`config.mk`:
```
export PLATFORM = sky130hd
export DESIGN_NAME = icw_init_sequencer
export DESIGN_NICKNAME = d
export VERILOG_FILES = /design/src/rtl/pic8259_pkg.sv /design/src/rtl/icw_init_sequencer.sv
export SDC_FILE = /design/constraint.sdc
export NUM_CORES = 1
export LEC_CHECK = 0
export ABC_AREA = 1
export CELL_PAD_IN_SITES_DETAIL_PLACEMENT = 0
export CELL_PAD_IN_SITES_GLOBAL_PLACEMENT = 1
export CORE_UTILIZATION = 36
export CTS_BUF_LIST = sky130_fd_sc_hd__clkbuf_4 sky130_fd_sc_hd__clkbuf_8 sky130_fd_sc_hd__clkbuf_16
export CTS_CLUSTER_DIAMETER = 80
export CTS_CLUSTER_SIZE = 24
export DETAILED_ROUTE_END_ITERATION = 10
export PLACE_DENSITY_LB_ADDON = 0.1
export SLEW_MARGIN = 15
export SYNTH_ARGS = -nofsm -noshare
export SYNTH_HDL_FRONTEND = slang
export SYNTH_SLANG_ARGS = --single-unit
```
`constraint.sdc`:
```
create_clock -name clock -period 2.99 [get_ports clock]
set_input_delay 0.299 -clock clock [delete_from_list [all_inputs] [get_ports clock]]
set_output_delay 0.299 -clock clock [all_outputs]
set_load 0.005 [all_outputs]
```
`src/rtl/pic8259_pkg.sv`:
```
// Shared definitions for the 8259 command path: sequencer states and
// bit positions inside the ICW1, ICW4 and OCW3 command bytes.
package pic8259_pkg;

  typedef enum logic [1:0] {
    CMD_READY = 2'd0,
    WAIT_ICW2 = 2'd1,
    WAIT_ICW3 = 2'd2,
    WAIT_ICW4 = 2'd3
  } cmd_state_t;

  localparam int ICW1_IC4  = 0;
  localparam int ICW1_SNGL = 1;
  localparam int ICW1_ADI  = 2;
  localparam int ICW1_LTIM = 3;

  localparam int ICW4_UPM  = 0;
  localparam int ICW4_AEOI = 1;
  localparam int ICW4_MS   = 2;
  localparam int ICW4_BUF  = 3;
  localparam int ICW4_SFNM = 4;

  localparam int OCW3_RIS  = 0;
  localparam int OCW3_RR   = 1;
  localparam int OCW3_P    = 2;
  localparam int OCW3_SMM  = 5;
  localparam int OCW3_ESMM = 6;

endpackage

```
`src/rtl/icw_init_sequencer.sv`:
```
// ICW1..ICW4 initialization sequencer plus OCW1/OCW3 handling; holds the
// configuration registers consumed by the rest of the interrupt controller.
module icw_init_sequencer
  import pic8259_pkg::*;
#(
  parameter logic [7:0] MASK_RESET_VALUE = 8'h00,
  parameter bit         FORCE_ICW4       = 1'b0
) (
  input  logic       clock,
  input  logic       reset_n,
  input  logic [7:0] internal_data_bus,
  input  logic       write_initial_command_word_1,
  input  logic       write_initial_command_word_2_4,
  input  logic       write_operation_control_word_1,
  input  logic       write_operation_control_word_3,
  output logic       level_or_edge_triggered,
  output logic       single_or_cascade,
  output logic       call_address_interval_4,
  output logic [4:0] interrupt_vector_base,
  output logic [7:0] cascade_config,
  output logic       u8086_or_mcs80,
  output logic       auto_eoi,
  output logic       buffered_mode,
  output logic       buffered_master,
  output logic       special_fully_nested,
  output logic [7:0] interrupt_mask,
  output logic       special_mask_mode,
  output logic       read_register_isr,
  output logic       poll_command,
  output logic       icw1_reset,
  output logic       init_done
);

  cmd_state_t state_q;
  cmd_state_t state_d;
  logic       ic4_q;
  logic       need_icw4;
  logic       icw1_acc;
  logic       icw2_acc;
  logic       icw3_acc;
  logic       icw4_acc;
  logic       ocw1_acc;
  logic       ocw3_acc;
  logic       enter_ready;

  assign need_icw4 = ic4_q | FORCE_ICW4;

  // Next-state and strobe qualification; ICW1 overrides every other strobe
  always_comb begin
    state_d  = state_q;
    icw1_acc = 1'b0;
    icw2_acc = 1'b0;
    icw3_acc = 1'b0;
    icw4_acc = 1'b0;
    ocw1_acc = 1'b0;
    ocw3_acc = 1'b0;
    if (write_initial_command_word_1) begin
      icw1_acc = 1'b1;
      state_d  = WAIT_ICW2;
    end else begin
      case (state_q)
        CMD_READY: begin
          ocw1_acc = write_operation_control_word_1;
          ocw3_acc = write_operation_control_word_3;
        end
        WAIT_ICW2: begin
          if (write_initial_command_word_2_4) begin
            icw2_acc = 1'b1;
            if (!single_or_cascade) state_d = WAIT_ICW3;
            else if (need_icw4)     state_d = WAIT_ICW4;
            else                    state_d = CMD_READY;
          end
        end
        WAIT_ICW3: begin
          if (write_initial_command_word_2_4) begin
            icw3_acc = 1'b1;
            state_d  = need_icw4 ? WAIT_ICW4 : CMD_READY;
          end
        end
        WAIT_ICW4: begin
          if (write_initial_command_word_2_4) begin
            icw4_acc = 1'b1;
            state_d  = CMD_READY;
          end
        end
        default: state_d = CMD_READY;
      endcase
    end
    enter_ready = (state_q != CMD_READY) && (state_d == CMD_READY);
  end

  always_ff @(posedge clock or negedge reset_n) begin
    if (!reset_n) state_q <= CMD_READY;
    else          state_q <= state_d;
  end

  always_ff @(posedge clock or negedge reset_n) begin
    if (!reset_n) begin
      level_or_edge_triggered <= 1'b0;
      single_or_cascade       <= 1'b0;
      call_address_interval_4 <= 1'b0;
      ic4_q                   <= 1'b0;
      interrupt_vector_base   <= 5'd0;
      cascade_config          <= 8'd0;
      u8086_or_mcs80          <= 1'b0;
      auto_eoi                <= 1'b0;
      buffered_mode           <= 1'b0;
      buffered_master         <= 1'b0;
      special_fully_nested    <= 1'b0;
      interrupt_mask          <= MASK_RESET_VALUE;
      special_mask_mode       <= 1'b0;
      read_register_isr       <= 1'b0;
      poll_command            <= 1'b0;
      icw1_reset              <= 1'b0;
      init_done               <= 1'b0;
    end else begin
      icw1_reset   <= icw1_acc;
      poll_command <= ocw3_acc & internal_data_bus[OCW3_P];

      if (icw1_acc) begin
        level_or_edge_triggered <= internal_data_bus[ICW1_LTIM];
        single_or_cascade       <= internal_data_bus[ICW1_SNGL];
        call_address_interval_4 <= internal_data_bus[ICW1_ADI];
        ic4_q                   <= internal_data_bus[ICW1_IC4];
        interrupt_mask          <= MASK_RESET_VALUE;
        special_mask_mode       <= 1'b0;
        read_register_isr       <= 1'b0;
        u8086_or_mcs80          <= 1'b0;
        auto_eoi                <= 1'b0;
        buffered_mode           <= 1'b0;
        buffered_master         <= 1'b0;
        special_fully_nested    <= 1'b0;
        init_done               <= 1'b0;
      end

      if (icw2_acc) interrupt_vector_base <= internal_data_bus[7:3];
      if (icw3_acc) cascade_config        <= internal_data_bus;

      if (icw4_acc) begin
        u8086_or_mcs80       <= internal_data_bus[ICW4_UPM];
        auto_eoi             <= internal_data_bus[ICW4_AEOI];
        buffered_master      <= internal_data_bus[ICW4_MS];
        buffered_mode        <= internal_data_bus[ICW4_BUF];
        special_fully_nested <= internal_data_bus[ICW4_SFNM];
      end

      if (enter_ready) init_done <= 1'b1;

      if (ocw1_acc) interrupt_mask <= internal_data_bus;

      // ESMM and RR act as write enables for their companion bits
      if (ocw3_acc) begin
        if (internal_data_bus[OCW3_ESMM]) special_mask_mode <= internal_data_bus[OCW3_SMM];
        if (internal_data_bus[OCW3_RR])   read_register_isr <= internal_data_bus[OCW3_RIS];
      end
    end
  end

endmodule

```
==> out/qor.yml, run 1 <==
outcome:
  status: "finished clean"
timing:
  fin_skew_ns: 0.00604
  fmaxAchievable_mhz: 607
  fin_crit_sh: 0.551
  maxSlewHeadroom: 0.469
  worst_slew_pin_slew_ns: 0.797
  hold_slack_ns: 0.0946
  drv_slew: 0
  hold_viol_final: 0
  setup-violations-final: 0
  grt_setup_unrepaired: "false"
  period_minus_slack_ns: 1.65
  fin_setup_tns_ns: 0
global_route:
  grt_pass1_wl_um: 5660
  overflow: 0
  grt_use_total: 0.181
  grt_pass1_vias: 1151
  antenna_found_initial: 0
  grt_max_degree: 38
floorplan:
  rows: 23
  start_util: 0.376
  die_area_um2: 4470
  die_h_um: 66.9
  coreArea_um2: 4030
  io_pins: 48
  die_w_um: 66.9
layout:
  syn2layout_area_growth_pct: 38.7
  fin_util: 0.522
  fill_cells: 367
  layout.nets: 215
  diodes: 0
  final_common_cell: "clkdlybuf4s50_1"
  layout_common_cells: "clkdlybuf4s50_1, dfrtp_1, nand2_1, o21ai_0, nand3_1"
  postLayoutCellArea_um2: 2100
  drive_gt1_frac: 0.119
logic_synthesis:
  yosysSeqAreaShare: 0.611
  synth_top_cells_by_area: "dfrtp_1, o21ai_0, nand2_1"
  synth_cell_types: 19
  synth_seq_cells: 37
  syn_avg_cell_area_um2: 9.97
  yosysTopAreaCell: "dfrtp_1"
  yosys_warnings: 0
  synth_cells: 152
  synthesis.area_um2: 1520
  yosysTopAreaCellShare: 0.611
  postSynthNetCount: 166
routing:
  drt-total-wl_um: 3450
  drc_errors: 0
  vias_per_cell: 4.89
  drtIter0Drc: 56
  ant_nets: 0
  dr.pass1.iters: 4
  routedWlPerCell_um: 13.7
  vias: 1228
power_and_ir_drop:
  peakVddDrop_mv: 0.382
  leakagePower_nw: 0.941
  powerDensity_nw_per_um2: 580
cts:
  cts_tree: "done"
  cts_root_buf: "clkbuf_8"
  cts_buffers: 5
  clockBufferDepth: 2
  ctsHtreeMaxLevel: 2
  cts_hold_buffers: 0
  clk_latency_ns: 0.28
  cts-resized-gates: 0
  cts_setup_buffers: 0
  cts_sinks: 37
  path_clk_slew_ns: 0.07
worst_setup_path:
  cp_slowest_cell: "clkdlybuf4s50_1"
  cp.required_ns: 3.19
  path_max_fanout: 27
  timing.critical_path.buf_inv: 2
  critical_path_arrival_ns: 1.84
  critPathMaxStageDelay_ns: 0.54
  crit_chain: "clkdlybuf4s50_1 -> inv_2 -> nand4_2 -> o21ai_0"
  end_kind: "flip-flop"
  cp_top_family: "buffers and inverters"
  critical_path_class: "in2reg"
  cp-start-kind: "primary input"
run:
  max-cap-violations: 0
placement:
  hpwl_um: 2430
  port_buffers: 47
  finalWeightedCongestion: 0.758
  placed_cell_area_um2: 2010
worst_hold_path:
  hold_class: "in2async"
## kinds of logic after synthesis
logic type / share of synthesized area
AND/OR/NAND/NOR: 0.204
flip-flops: 0.611
AO/OA/AOI/OAI: 0.132
buffers and inverters: 0.0528
## report_power, final
| part | internal (mW) | switching, mW | total, mW |
|---|---|---|---|
| clock | 0.192 | 0.161 | 0.353 |
| combinational | 0.153 | 0.109 | 0.261 |
| sequential | 0.563 | 0.0428 | 0.606 |
## final cells by class
class | count | area, µm² | area share
clock buffers | 7 | 90.1 | 0.0429
inverters | 13 | 48.8 | 0.0232
multi-input cells | 97 | 509 | 0.242
flip-flops and latches | 37 | 926 | 0.440
well taps | 50 | 62.6 | 0.0298
repair buffers | 47 | 465 | 0.221
## through the flow
stage / setup slack (ns) / cells / power [mW]
floorplan: 1.87 / 152 / 0.710
global route: 1.12 / 251 / 1.29
finish: 1.34 / 251 / 1.22
detailed placement: 1.06 / 244 / 0.879
global placement: 1.10 / 244 / 0.876
CTS: 1.35 / 251 / 1.24
## per-layer routing
| layer | part of all wire | vias to the layer above | global-route usage |
|---|---|---|---|
| met4 | 0.015 | 0 | 0.0638 |
| met5 | 0 | - | 0 |
| met3 | 0.060 | 5 | 0.0753 |
| met1 | 0.48 | 586 | 0.240 |
| li1 | - | 602 | - |
| met2 | 0.45 | 35 | 0.261 |
## state kept, by name, indices dropped and copies added (netlist names)
| register | cells |
|---|---|
| buffered_mode | 1 |
| auto_eoi | 1 |
| level_or_edge_triggered | 1 |
| read_register_isr | 1 |
| call_address_interval_4 | 1 |
| init_done | 1 |
| ic4_q | 1 |
| interrupt_vector_base | 5 |
| buffered_master | 1 |
| interrupt_mask | 8 |
| icw1_reset | 1 |
| poll_command | 1 |
| cascade_config | 8 |
| u8086_or_mcs80 | 1 |
| single_or_cascade | 1 |
| special_fully_nested | 1 |
| special_mask_mode | 1 |
| state_q | 2 |
## final timing paths
path	startpoint	end	slack, ns	cells past startpoint
max reg2reg	state_q[0]$_DFF_PN0_	interrupt_mask[3]$_DFFE_PN0P_	1.69	3
max in group asynchronous	reset_n	cascade_config[6]$_DFFE_PN0P_	2.38	1
min in group clock	cascade_config[7]$_DFFE_PN0P_	cascade_config[7]$_DFFE_PN0P_	0.48	2
min reg2reg	cascade_config[7]$_DFFE_PN0P_	cascade_config[7]$_DFFE_PN0P_	0.48	2
max	write_initial_command_word_1	interrupt_vector_base[3]$_DFFE_PN0P_	1.34	4
min	reset_n	state_q[1]$_DFF_PN0_	0.09	1
## cells in the mapped netlist
| library cell | instances |
|---|---|
| clkbuf_1 | 1 |
| o21ai_0 | 24 |
| buf_4 | 1 |
| nand4_1 | 2 |
| buf_6 | 1 |
| nand2_1 | 27 |
| nor2_1 | 8 |
| buf_1 | 1 |
| nand4_2 | 1 |
| inv_1 | 11 |
| buf_2 | 1 |
| o21ai_2 | 8 |
| dfrtp_1 | 37 |
| nand2_2 | 2 |
| nand3_1 | 20 |
| nand3_4 | 1 |
| a21oi_1 | 2 |
| inv_2 | 2 |
| nor2_4 | 2 |
Note: power is estimated with default switching activity, not from simulation.
==> run 2, diff against run 1 <==
CORE_UTILIZATION = 31   (was 36)
clock period = 1.5 ns   (was 2.99 ns; I/O delays follow)
==> run 2 against run 1 <==
  * Via count rose by 0.73%
  * Critical path depth fell by 3
  * Cell area rose by 3.8%
  * Total power rose by 110%
  * Clock power rose by 130%
  * First-iteration DRC count rose by 18%
  * Register-to-register slack got worse by 1.5 ns
  * Wire length rose by 6.9%
  * Combinational power rose by 100%
  * Worst hold slack improved by 0.24 ns
  * Non-clock buffer count rose by 4
  * Critical endpoint is now interrupt_mask[1]
==> out/qor.yml, run 2 (synthesis gave the netlist of run 1 again) <==
floorplan:
  io_pins: 48  # unchanged
  coreArea_um2: 4720  # +17%
  die_h_um: 71.9  # +7.5%
  die_w_um: 71.9  # +7.5%
  die_area_um2: 5170  # +16%
  rows: 25  # +8.7%
  start_util: 0.321  # -0.0553
cts:
  clockBufferDepth: 2  # unchanged
  clk_latency_ns: 0.28  # about the same
  ctsHtreeMaxLevel: 2  # unchanged
  cts_tree: "done"
  cts_sinks: 37  # unchanged
  path_clk_slew_ns: 0.07  # about the same
  cts_hold_buffers: 1  # +1
  cts_setup_buffers: 0  # unchanged
  cts_buffers: 5  # unchanged
  cts-resized-gates: 0  # unchanged
  cts_root_buf: "clkbuf_8"
layout:
  syn2layout_area_growth_pct: 44.0
  reg_top3: "cascade_config: 8 flops, interrupt_mask: 8 flops, interrupt_vector_base: 5 flops"
  diodes: 0  # unchanged
  final_common_cell: "clkdlybuf4s50_1"
  layout_common_cells: "clkdlybuf4s50_1, dfrtp_1, nand2_1, o21ai_0, nand3_1"
  fin_cells: 272  # +8.4%
  drive_gt1_frac: 0.132  # +0.0123
  layout.nets: 219  # +1.9%
routing:
  routedWlPerCell_um: 13.6  # -1.4%
  drc_errors: 0  # unchanged
  dr.pass1.iters: 4  # unchanged
  drtIter0Drc: 66  # +18%
  vias_per_cell: 4.55  # -7.0%
  ant_nets: 0  # unchanged
  vias: 1237  # +0.73%
  drt-total-wl_um: 3690  # +6.9%
power_and_ir_drop:
  leakagePower_nw: 0.971  # +3.1%
  peakVddDrop_mv: 0.503  # +32%
  powerDensity_nw_per_um2: 1180  # +100%
  power_mw: 2.56  # +110%
timing:
  fmaxAchievable_mhz: 753
  worst_slew_pin_slew_ns: 0.420  # -0.377 ns
  fin_setup_tns_ns: 0  # unchanged
  maxSlewHeadroom: 0.720  # +0.251
  hold_viol_final: 0  # unchanged
  grt_setup_unrepaired: "false"
  fin_crit_sh: 0.886
  hold_slack_ns: 0.336  # +0.241 ns
  setup-violations-final: 0  # unchanged
  drv_slew: 0  # unchanged
  fin_skew_ns: 0.00326  # -0.00278 ns
  period_minus_slack_ns: 1.33
worst_setup_path:
  cp.required_ns: 1.35  # -1.84 ns
  critPathMaxStageDelay_ns: 0.51  # -0.03 ns
  timing.critical_path.buf_inv: 1  # -1
  crit_chain: "clkdlybuf4s50_1"
  critical_path_class: "reg2out"
  path_max_fanout: 2  # -93%
  cp_slowest_cell: "clkdlybuf4s50_1"
  critical_path_arrival_ns: 1.18  # -0.66 ns
  cp_top_family: "buffers and inverters"
  end_kind: "primary output"
  cp-start-kind: "flip-flop"
global_route:
  grt_pass1_wl_um: 5950  # +5.1%
  antenna_found_initial: 0  # unchanged
  grt_use_total: 0.156  # -0.0249
  overflow: 0  # unchanged
  grt_pass1_vias: 1186  # +3.0%
  grt_max_degree: 22  # -42%
outcome:
  status: "finished clean"
placement:
  finalWeightedCongestion: 0.751  # -0.92%
  placedCellCount: 264  # +8.2%
  hpwl_um: 2710  # +12%
  port_buffers: 47  # unchanged
run:
  max-cap-violations: 0  # unchanged
worst_hold_path:
  hold_class: "in2async"
## run 2: where the power goes
group | internal [mW] | switching, mW | total (mW)
logic | 0.315 | 0.221 | 0.535
registers | 1.12 | 0.0883 | 1.21
clock network | 0.483 | 0.335 | 0.818
total | 1.92 | 0.644 | 2.56
## run 2: worst paths after layout
check	end	cells past startpoint	slack, ns	startpoint
max	interrupt_mask[1]	1	0.17	interrupt_mask[1]$_DFFE_PN0P_
min	call_address_interval_4$_DFFE_PN0P_	2	0.34	reset_n
max in group asynchronous	cascade_config[6]$_DFFE_PN0P_	3	0.71	reset_n
max reg2reg	cascade_config[1]$_DFFE_PN0P_	5	0.20	state_q[1]$_DFF_PN0_
min in group clock	cascade_config[7]$_DFFE_PN0P_	3	0.47	internal_data_bus[7]
min reg2reg	cascade_config[3]$_DFFE_PN0P_	2	0.48	cascade_config[3]$_DFFE_PN0P_
## run 2: layout make-up
| cell class | count | area, µm² |
|---|---|---|
| Clock inverter | 2 | 35.0 |
| Fill cell | 447 | 2540 |
| Inverter | 13 | 48.8 |
| Tap cell | 67 | 83.8 |
| Multi-Input combinational cell | 97 | 509 |
| Sequential cell | 37 | 926 |
| Timing Repair Buffer | 51 | 510 |
| Clock buffer | 5 | 68.8 |
## run 2: per-layer routing
layer	vias to the layer above	track usage	wire length (µm)	share of wire
met1	590	0.221	1800	0.49
met2	35	0.229	1730	0.47
met4	0	0.0523	25	0.0068
met3	2	0.0472	133	0.036
li1	610	-	-	-
met5	-	0	0	0
## run 2: metrics by stage
step / cell area [µm²] / worst slack [ns] / utilization
3_5_place_dp: 2070 / 0.0313 / 0.438
3_3_place_gp: 2070 / 0.0598 / 0.438
2_1_floorplan: 1520 / 0.377 / -
6_report: 2180 / 0.171 / 0.462
5_1_grt: 2180 / 0.0485 / 0.462
4_1_cts: 2180 / 0.160 / 0.462
